$ cat src/rtl/serial_subtractor_pkg.sv
// Shared definitions for the bit-serial subtractor: FSM state encoding and
// the signed-overflow helper used when a result is committed.
package serial_subtractor_pkg;

    typedef enum logic [1:0] {
        ST_IDLE = 2'b00,
        ST_RUN  = 2'b01,
        ST_DONE = 2'b10
    } sub_state_e;

    // Signed overflow of a - b: only possible when the operand signs differ,
    // and flagged when the result sign disagrees with the minuend sign.
    function automatic logic sub_overflow(input logic a_sign,
                                          input logic b_sign,
                                          input logic d_sign);
        return (a_sign != b_sign) && (d_sign != a_sign);
    endfunction

endpackage

$ cat src/rtl/serial_subtractor_if.sv
// Request/result bundle between a controller and the serial subtractor.
interface serial_subtractor_if #(parameter int WIDTH = 4);
    logic             start;
    logic [WIDTH-1:0] a;
    logic [WIDTH-1:0] b;
    logic             busy;
    logic             done;
    logic [WIDTH-1:0] difference;
    logic             carryout;
    logic             overflow;

    // Controller side: issues operands, collects results.
    modport master (
        output start, a, b,
        input  busy, done, difference, carryout, overflow
    );

    // Subtractor side.
    modport slave (
        input  start, a, b,
        output busy, done, difference, carryout, overflow
    );
endinterface

$ cat src/rtl/serial_subtractor_fa.sv
// One-bit full-adder cell: the only arithmetic element of the serial datapath.
module serial_subtractor_fa (
    input  logic a_i,
    input  logic b_i,
    input  logic carry_i,
    output logic sum_o,
    output logic carry_o
);
    assign sum_o   = a_i ^ b_i ^ carry_i;
    assign carry_o = (a_i & b_i) | (a_i & carry_i) | (b_i & carry_i);
endmodule

$ cat src/rtl/serial_subtractor.sv
// Bit-serial two's-complement subtractor: a - b computed as a + ~b + 1, one
// bit per clock LSB first, through a single full-adder cell.
module serial_subtractor
    import serial_subtractor_pkg::*;
#(
    parameter int WIDTH = 4
) (
    input  logic                clk_i,
    input  logic                reset_i,
    serial_subtractor_if.slave  bus
);

    localparam int CNT_W = (WIDTH > 1) ? $clog2(WIDTH) : 1;
    localparam logic [CNT_W-1:0] LAST_CNT = CNT_W'(WIDTH - 1);
    localparam logic [CNT_W-1:0] CNT_ONE  = CNT_W'(1);

    sub_state_e       state_q;
    logic [WIDTH-1:0] a_sh_q;
    logic [WIDTH-1:0] b_sh_q;
    logic [WIDTH-1:0] res_q;
    logic [CNT_W-1:0] count_q;
    logic             carry_q;
    logic             a_sign_q;
    logic             b_sign_q;
    logic             busy_q;
    logic             done_q;
    logic [WIDTH-1:0] diff_q;
    logic             carryout_q;
    logic             overflow_q;

    logic             sum_s;
    logic             carry_s;
    logic [WIDTH-1:0] res_d;

    // The subtrahend bit is inverted on its way into the cell; the +1 comes
    // from seeding the carry register with 1 on acceptance.
    serial_subtractor_fa u_fa (
        .a_i     (a_sh_q[0]),
        .b_i     (~b_sh_q[0]),
        .carry_i (carry_q),
        .sum_o   (sum_s),
        .carry_o (carry_s)
    );

    // Result register fills from the MSB side so the final bit lands on top.
    assign res_d = {sum_s, res_q[WIDTH-1:1]};

    // Control FSM, shift datapath and registered result outputs.
    always_ff @(posedge clk_i) begin
        if (reset_i) begin
            state_q    <= ST_IDLE;
            a_sh_q     <= {WIDTH{1'b0}};
            b_sh_q     <= {WIDTH{1'b0}};
            res_q      <= {WIDTH{1'b0}};
            count_q    <= {CNT_W{1'b0}};
            carry_q    <= 1'b0;
            a_sign_q   <= 1'b0;
            b_sign_q   <= 1'b0;
            busy_q     <= 1'b0;
            done_q     <= 1'b0;
            diff_q     <= {WIDTH{1'b0}};
            carryout_q <= 1'b0;
            overflow_q <= 1'b0;
        end else begin
            case (state_q)
                ST_IDLE, ST_DONE: begin
                    done_q <= 1'b0;
                    if (bus.start) begin
                        // Operands are captured only here; later changes are ignored.
                        a_sh_q   <= bus.a;
                        b_sh_q   <= bus.b;
                        a_sign_q <= bus.a[WIDTH-1];
                        b_sign_q <= bus.b[WIDTH-1];
                        res_q    <= {WIDTH{1'b0}};
                        carry_q  <= 1'b1;
                        count_q  <= {CNT_W{1'b0}};
                        busy_q   <= 1'b1;
                        state_q  <= ST_RUN;
                    end else begin
                        state_q  <= ST_IDLE;
                    end
                end
                ST_RUN: begin
                    carry_q <= carry_s;
                    res_q   <= res_d;
                    a_sh_q  <= a_sh_q >> 1;
                    b_sh_q  <= b_sh_q >> 1;
                    if (count_q == LAST_CNT) begin
                        // Last bit: commit the whole result in the same edge that raises done.
                        count_q    <= {CNT_W{1'b0}};
                        state_q    <= ST_DONE;
                        busy_q     <= 1'b0;
                        done_q     <= 1'b1;
                        diff_q     <= res_d;
                        carryout_q <= carry_s;
                        overflow_q <= sub_overflow(a_sign_q, b_sign_q, sum_s);
                    end else begin
                        count_q    <= count_q + CNT_ONE;
                    end
                end
                default: begin
                    state_q <= ST_IDLE;
                    busy_q  <= 1'b0;
                    done_q  <= 1'b0;
                end
            endcase
        end
    end

    assign bus.busy       = busy_q;
    assign bus.done       = done_q;
    assign bus.difference = diff_q;
    assign bus.carryout   = carryout_q;
    assign bus.overflow   = overflow_q;

endmodule

$ cat src/flat_wrapper.sv
// flat-port wrapper written by rule: the top's interface ports become plain ports
module serial_subtractor_flat import serial_subtractor_pkg::*;
#(
    parameter int WIDTH = 4
)
  (clk_i, reset_i, bus_start, bus_a, bus_b, bus_busy, bus_done, bus_difference, bus_carryout, bus_overflow);
  serial_subtractor_if #(.WIDTH(WIDTH)) bus_i ();
  input  logic clk_i;
  input  logic reset_i;
  input wire logic [$bits(bus_i.start)-1:0] bus_start;
  input wire logic [$bits(bus_i.a)-1:0] bus_a;
  input wire logic [$bits(bus_i.b)-1:0] bus_b;
  output wire logic [$bits(bus_i.busy)-1:0] bus_busy;
  output wire logic [$bits(bus_i.done)-1:0] bus_done;
  output wire logic [$bits(bus_i.difference)-1:0] bus_difference;
  output wire logic [$bits(bus_i.carryout)-1:0] bus_carryout;
  output wire logic [$bits(bus_i.overflow)-1:0] bus_overflow;
  assign bus_i.start = bus_start;
  assign bus_i.a = bus_a;
  assign bus_i.b = bus_b;
  assign bus_busy = bus_i.busy;
  assign bus_done = bus_i.done;
  assign bus_difference = bus_i.difference;
  assign bus_carryout = bus_i.carryout;
  assign bus_overflow = bus_i.overflow;
  serial_subtractor #(.WIDTH(WIDTH)) u_core (.clk_i(clk_i), .reset_i(reset_i), .bus(bus_i));
endmodule
$ cat config.mk
export PLATFORM = sky130hd
export DESIGN_NAME = serial_subtractor_flat
export DESIGN_NICKNAME = d
export VERILOG_FILES = /design/src/rtl/serial_subtractor_pkg.sv /design/src/rtl/serial_subtractor_if.sv /design/src/rtl/serial_subtractor_fa.sv /design/src/rtl/serial_subtractor.sv /design/src/flat_wrapper.sv
export SDC_FILE = /design/constraint.sdc
export NUM_CORES = 1
export LEC_CHECK = 0
export CAP_MARGIN = 10
export CORE_MARGIN = 2
export CORE_UTILIZATION = 28
export DETAILED_ROUTE_END_ITERATION = 8
export GPL_TIMING_DRIVEN = 0
export PLACE_DENSITY = 0.53
export REMOVE_ABC_BUFFERS = 1
export SLEW_MARGIN = 20
export SYNTH_ARGS = -nofsm -noshare
export SYNTH_HDL_FRONTEND = slang
export SYNTH_SLANG_ARGS = --single-unit
export TNS_END_PERCENT = 30
$ cat constraint.sdc
create_clock -name clk_i -period 2.1 [get_ports clk_i]
set_input_delay 0.42 -clock clk_i [delete_from_list [all_inputs] [get_ports clk_i]]
set_output_delay 0.42 -clock clk_i [all_outputs]
set_load 0.05 [all_outputs]
==> impl_summary.txt <==
----------------------------------------------------
[Run status]
  Result of the run ... finished, final reports clean

[Timing]
  RSZ-0062 raised after global routing ... false
  Worst Hold Slack ... 0.467 ns
  Worst clock skew on the final layout ... 0.00100 ns
  Time the worst path needs with I/O delays and setup ... 1.85 ns
  Final Hold Fails ... 0
  Part of the cycle the worst path needs ... 88.0%
  Count of endpoints failing setup in the final report ... 0
  Worst slew pin tran ... 0.783 ns
  Relative slew slack ... 47.8%
  Number of max-slew violations in the final report ... 0
  Highest Clock Rate ... 541 MHz
  Final sum of negative setup slack ... 0 ns

[Route]
  Routed wire length ... 2160 um
  Routed length per placed instance ... 11.7 um
  Vias per cell ... 4.66
  Number of remaining DRC errors ... 0
  Number of routed nets with antenna violations ... 0
  Number of violations reported at the end of detailed-routing iteration 0 ... 46
  Pre-antenna DRT Iters ... 4
  Vias after detailed routing ... 863

[CTS]
  Number of buffers inserted by post-CTS setup repair ... 0
  Cts bufs inserted ... 3
  Clock transition at the registers of the reported paths ... 0.08 ns
  Clock Latency Late Sink ... 0.26 ns
  Maximum root-to-sink buffer count ... 2
  Clock Sinks ... 26
  Number of gates resized after CTS ... 0
  TritonCTS clock tree ... built
  Hold buffers post-CTS ... 0
  H-Tree Depth ... 1
  Clock Tree Root ... clkbuf_8

[Worst hold path]
  Worst hold path class ... reg -> reg
  Worst hold path cell count ... 2

[Yosys]
  Proportion of synthesized chip area in sequential cells ... 45.4%
  Synthesized netlist cell count ... 124
  Number of unique standard cell types used by synthesis ... 28
  Syn. warnings ... 0
  Mean post-synth cell area ... 9.25 sq um
  #FFs+latches synth ... 26
  Fraction of synthesized cell area taken by the top area cell type ... 45.4%
  Synthesized area ... 0.00115 sq mm
  Library cell with the largest summed area after synthesis ... dfxtp_1
  Top cells by area in the synthesized netlist ... dfxtp_1 (45%), a311oi_2 (7.9%), nand2_1 (7.9%)

[GRT]
  Global Route Usage Sum ... 10.7%
  GR Overflow Total ... 0
  First-pass GRT wire length ... 3810 um
  Number of global-route vias before repair ... 851
  Pin count of the biggest net entering global routing ... 27
  Number of antenna violations at the first check in global routing ... 0

[Worst setup path]
  Ordered list of cells on the worst path ... clkdlybuf4s50_1
  Delay of the slowest cell on the worst path ... 0.81 ns
  Required time of the critical path ... 1.68 ns
  Worst Setup Path Type ... reg -> out
  Element type at the critical path start ... register
  Cell family with the largest share of critical-path delay ... buffers and inverters
  Number of buffers and inverters on the critical path ... 1
  Reg2Reg Depth ... 3
  Critical Path Fanout Max ... 3
  Crit path DAT ... 1.43 ns
  Worst Setup End Kind ... output port
  Cell with the biggest individual delay on the critical path ... clkdlybuf4s50_1
  Number of cells on the critical path ... 1

[Place]
  HPWL Detailed ... 1440 um
  Count of buffers inserted at the top-level ports ... 18
  Final weighted congestion in routability-driven placement ... 0.681

[Pwr]
  LEAKAGE ... 0.456 nW
  Sum of internal, switching and leakage power ... 962 uW
  Maximum vdd drop ... 266 uV
  Power density over cell area ... 707 mW/mm^2

[Floorplanning]
  Number of standard-cell rows in the floorplan ... 23
  Die span in x ... 68.0 um
  Die footprint ... 0.00463 sq mm
  I/O pins ... 19
  Placeable core region ... 0.00397 sq mm
  Chip Height ... 68.0 um
  Effective utilization at floorplan ... 28.9%

[Job]
  Max Cap Viol ... 0

[Finish]
  Final layout net count ... 150
  Synth-to-Final Area Change ... 18.6%
  End-of-flow core utilization ... 34.3%
  Diode count ... 0
  Share of layout cells above drive strength 1 ... 17.0%

----------------------------------------------------
synthesized netlist by cell type, drive strengths merged:
cell type,instances
ha,1
nand3b,2
nor2b,1
nand2b,2
buf,8
inv,2
nor4b,1
and2b,1
mux2i,1
nand3,10
o32a,1
nor3,3
a311oi,6
dfxtp,26
a211oi,1
nor3b,1
o21a,1
a21oi,14
nand2,24
clkbuf,2
nor2,14
a31oi,1
fa,1
registers in the layout (all words and copies together) (netlist names):
| signal | flops |
|---|---|
| u_core.b_sh_q | 4 |
| u_core.bus.busy | 1 |
| u_core.b_sign_q | 1 |
| u_core.state_q | 2 |
| u_core.a_sh_q | 4 |
| u_core.bus.done | 1 |
| u_core.a_sign_q | 1 |
| u_core.res_q | 3 |
| u_core.carry_q | 1 |
| u_core.bus.overflow | 1 |
| u_core.count_q | 2 |
| u_core.bus.difference | 4 |
| u_core.bus.carryout | 1 |
cells by family after synthesis:
| kind of cell | share of synthesized area, % |
|---|---|
| simple gates | 26.0 |
| flops | 45.4 |
| compound gates | 18.6 |
| buf+inv | 6.33 |
| fa+ha+maj | 2.84 |
| mux | 0.872 |
layout by cell type (no fill, tap or decap), drive strengths merged:
master	count
dfxtp	26
nand2	24
clkdlybuf4s50	17
nor2	14
a21oi	14
nand3	10
a311oi	6
nor3	3
clkbuf	3
inv	2
nand3b	2
nand2b	2
and2b	1
nor2b	1
nor3b	1
mux2i	1
o32a	1
o21a	1
nor4b	1
a31oi	1
a211oi	1
fa	1
ha	1
buf	1
power by group:
group | leakage, nW | internal, mW | total [mW] | switching, mW
registers | 0.213 | 0.520 | 0.539 | 0.0190
logic | 0.222 | 0.0623 | 0.151 | 0.0884
clock network | 0.0216 | 0.128 | 0.273 | 0.145
total | 0.456 | 0.710 | 0.962 | 0.252
cell type report:
class / count / area, sq um
tap: 50 / 62.6
inverter: 2 / 7.51
multi-input combinational: 86 / 554
fill: 409 / 2610
timing repair buffer: 18 / 175
clock buffer: 3 / 41.3
sequential: 26 / 520
routing by layer:
layer | part of all wire, % | GRT usage (%) | up-vias | wire [um]
met5 | 0 | 0 | - | 0
met4 | 0.28 | 1.50 | 0 | 6
met3 | 5.4 | 3.95 | 2 | 117
met2 | 44 | 17.2 | 19 | 942
met1 | 51 | 14.1 | 396 | 1090
li1 | - | - | 446 | -
through the flow:
| step | setup WS, ns | cell area, sq um | instances |
|---|---|---|---|
| global placement | 0.108 | 1330 | 182 |
| finish | 0.252 | 1360 | 185 |
| CTS | 0.239 | 1370 | 185 |
| detailed placement | 0.0379 | 1330 | 182 |
| floorplan | 0.807 | 1080 | 114 |
| global route | 0.193 | 1360 | 185 |
worst paths after layout:
| path | from | end | slack [ns] |
|---|---|---|---|
| hold reg to reg | u_core.bus.carryout$_SDFFE_PP0P_ | u_core.bus.carryout$_SDFFE_PP0P_ | 0.47 |
| setup / recovery | u_core.bus.busy$_SDFFE_PP0P_ | bus_busy | 0.25 |
| hold / removal | u_core.bus.carryout$_SDFFE_PP0P_ | u_core.bus.carryout$_SDFFE_PP0P_ | 0.47 |
| setup reg to reg | u_core.state_q[0]$_SDFFE_PP0P_ | u_core.b_sh_q[2]$_SDFFE_PP0P_ | 0.51 |
(Power assumes the default switching activity.)
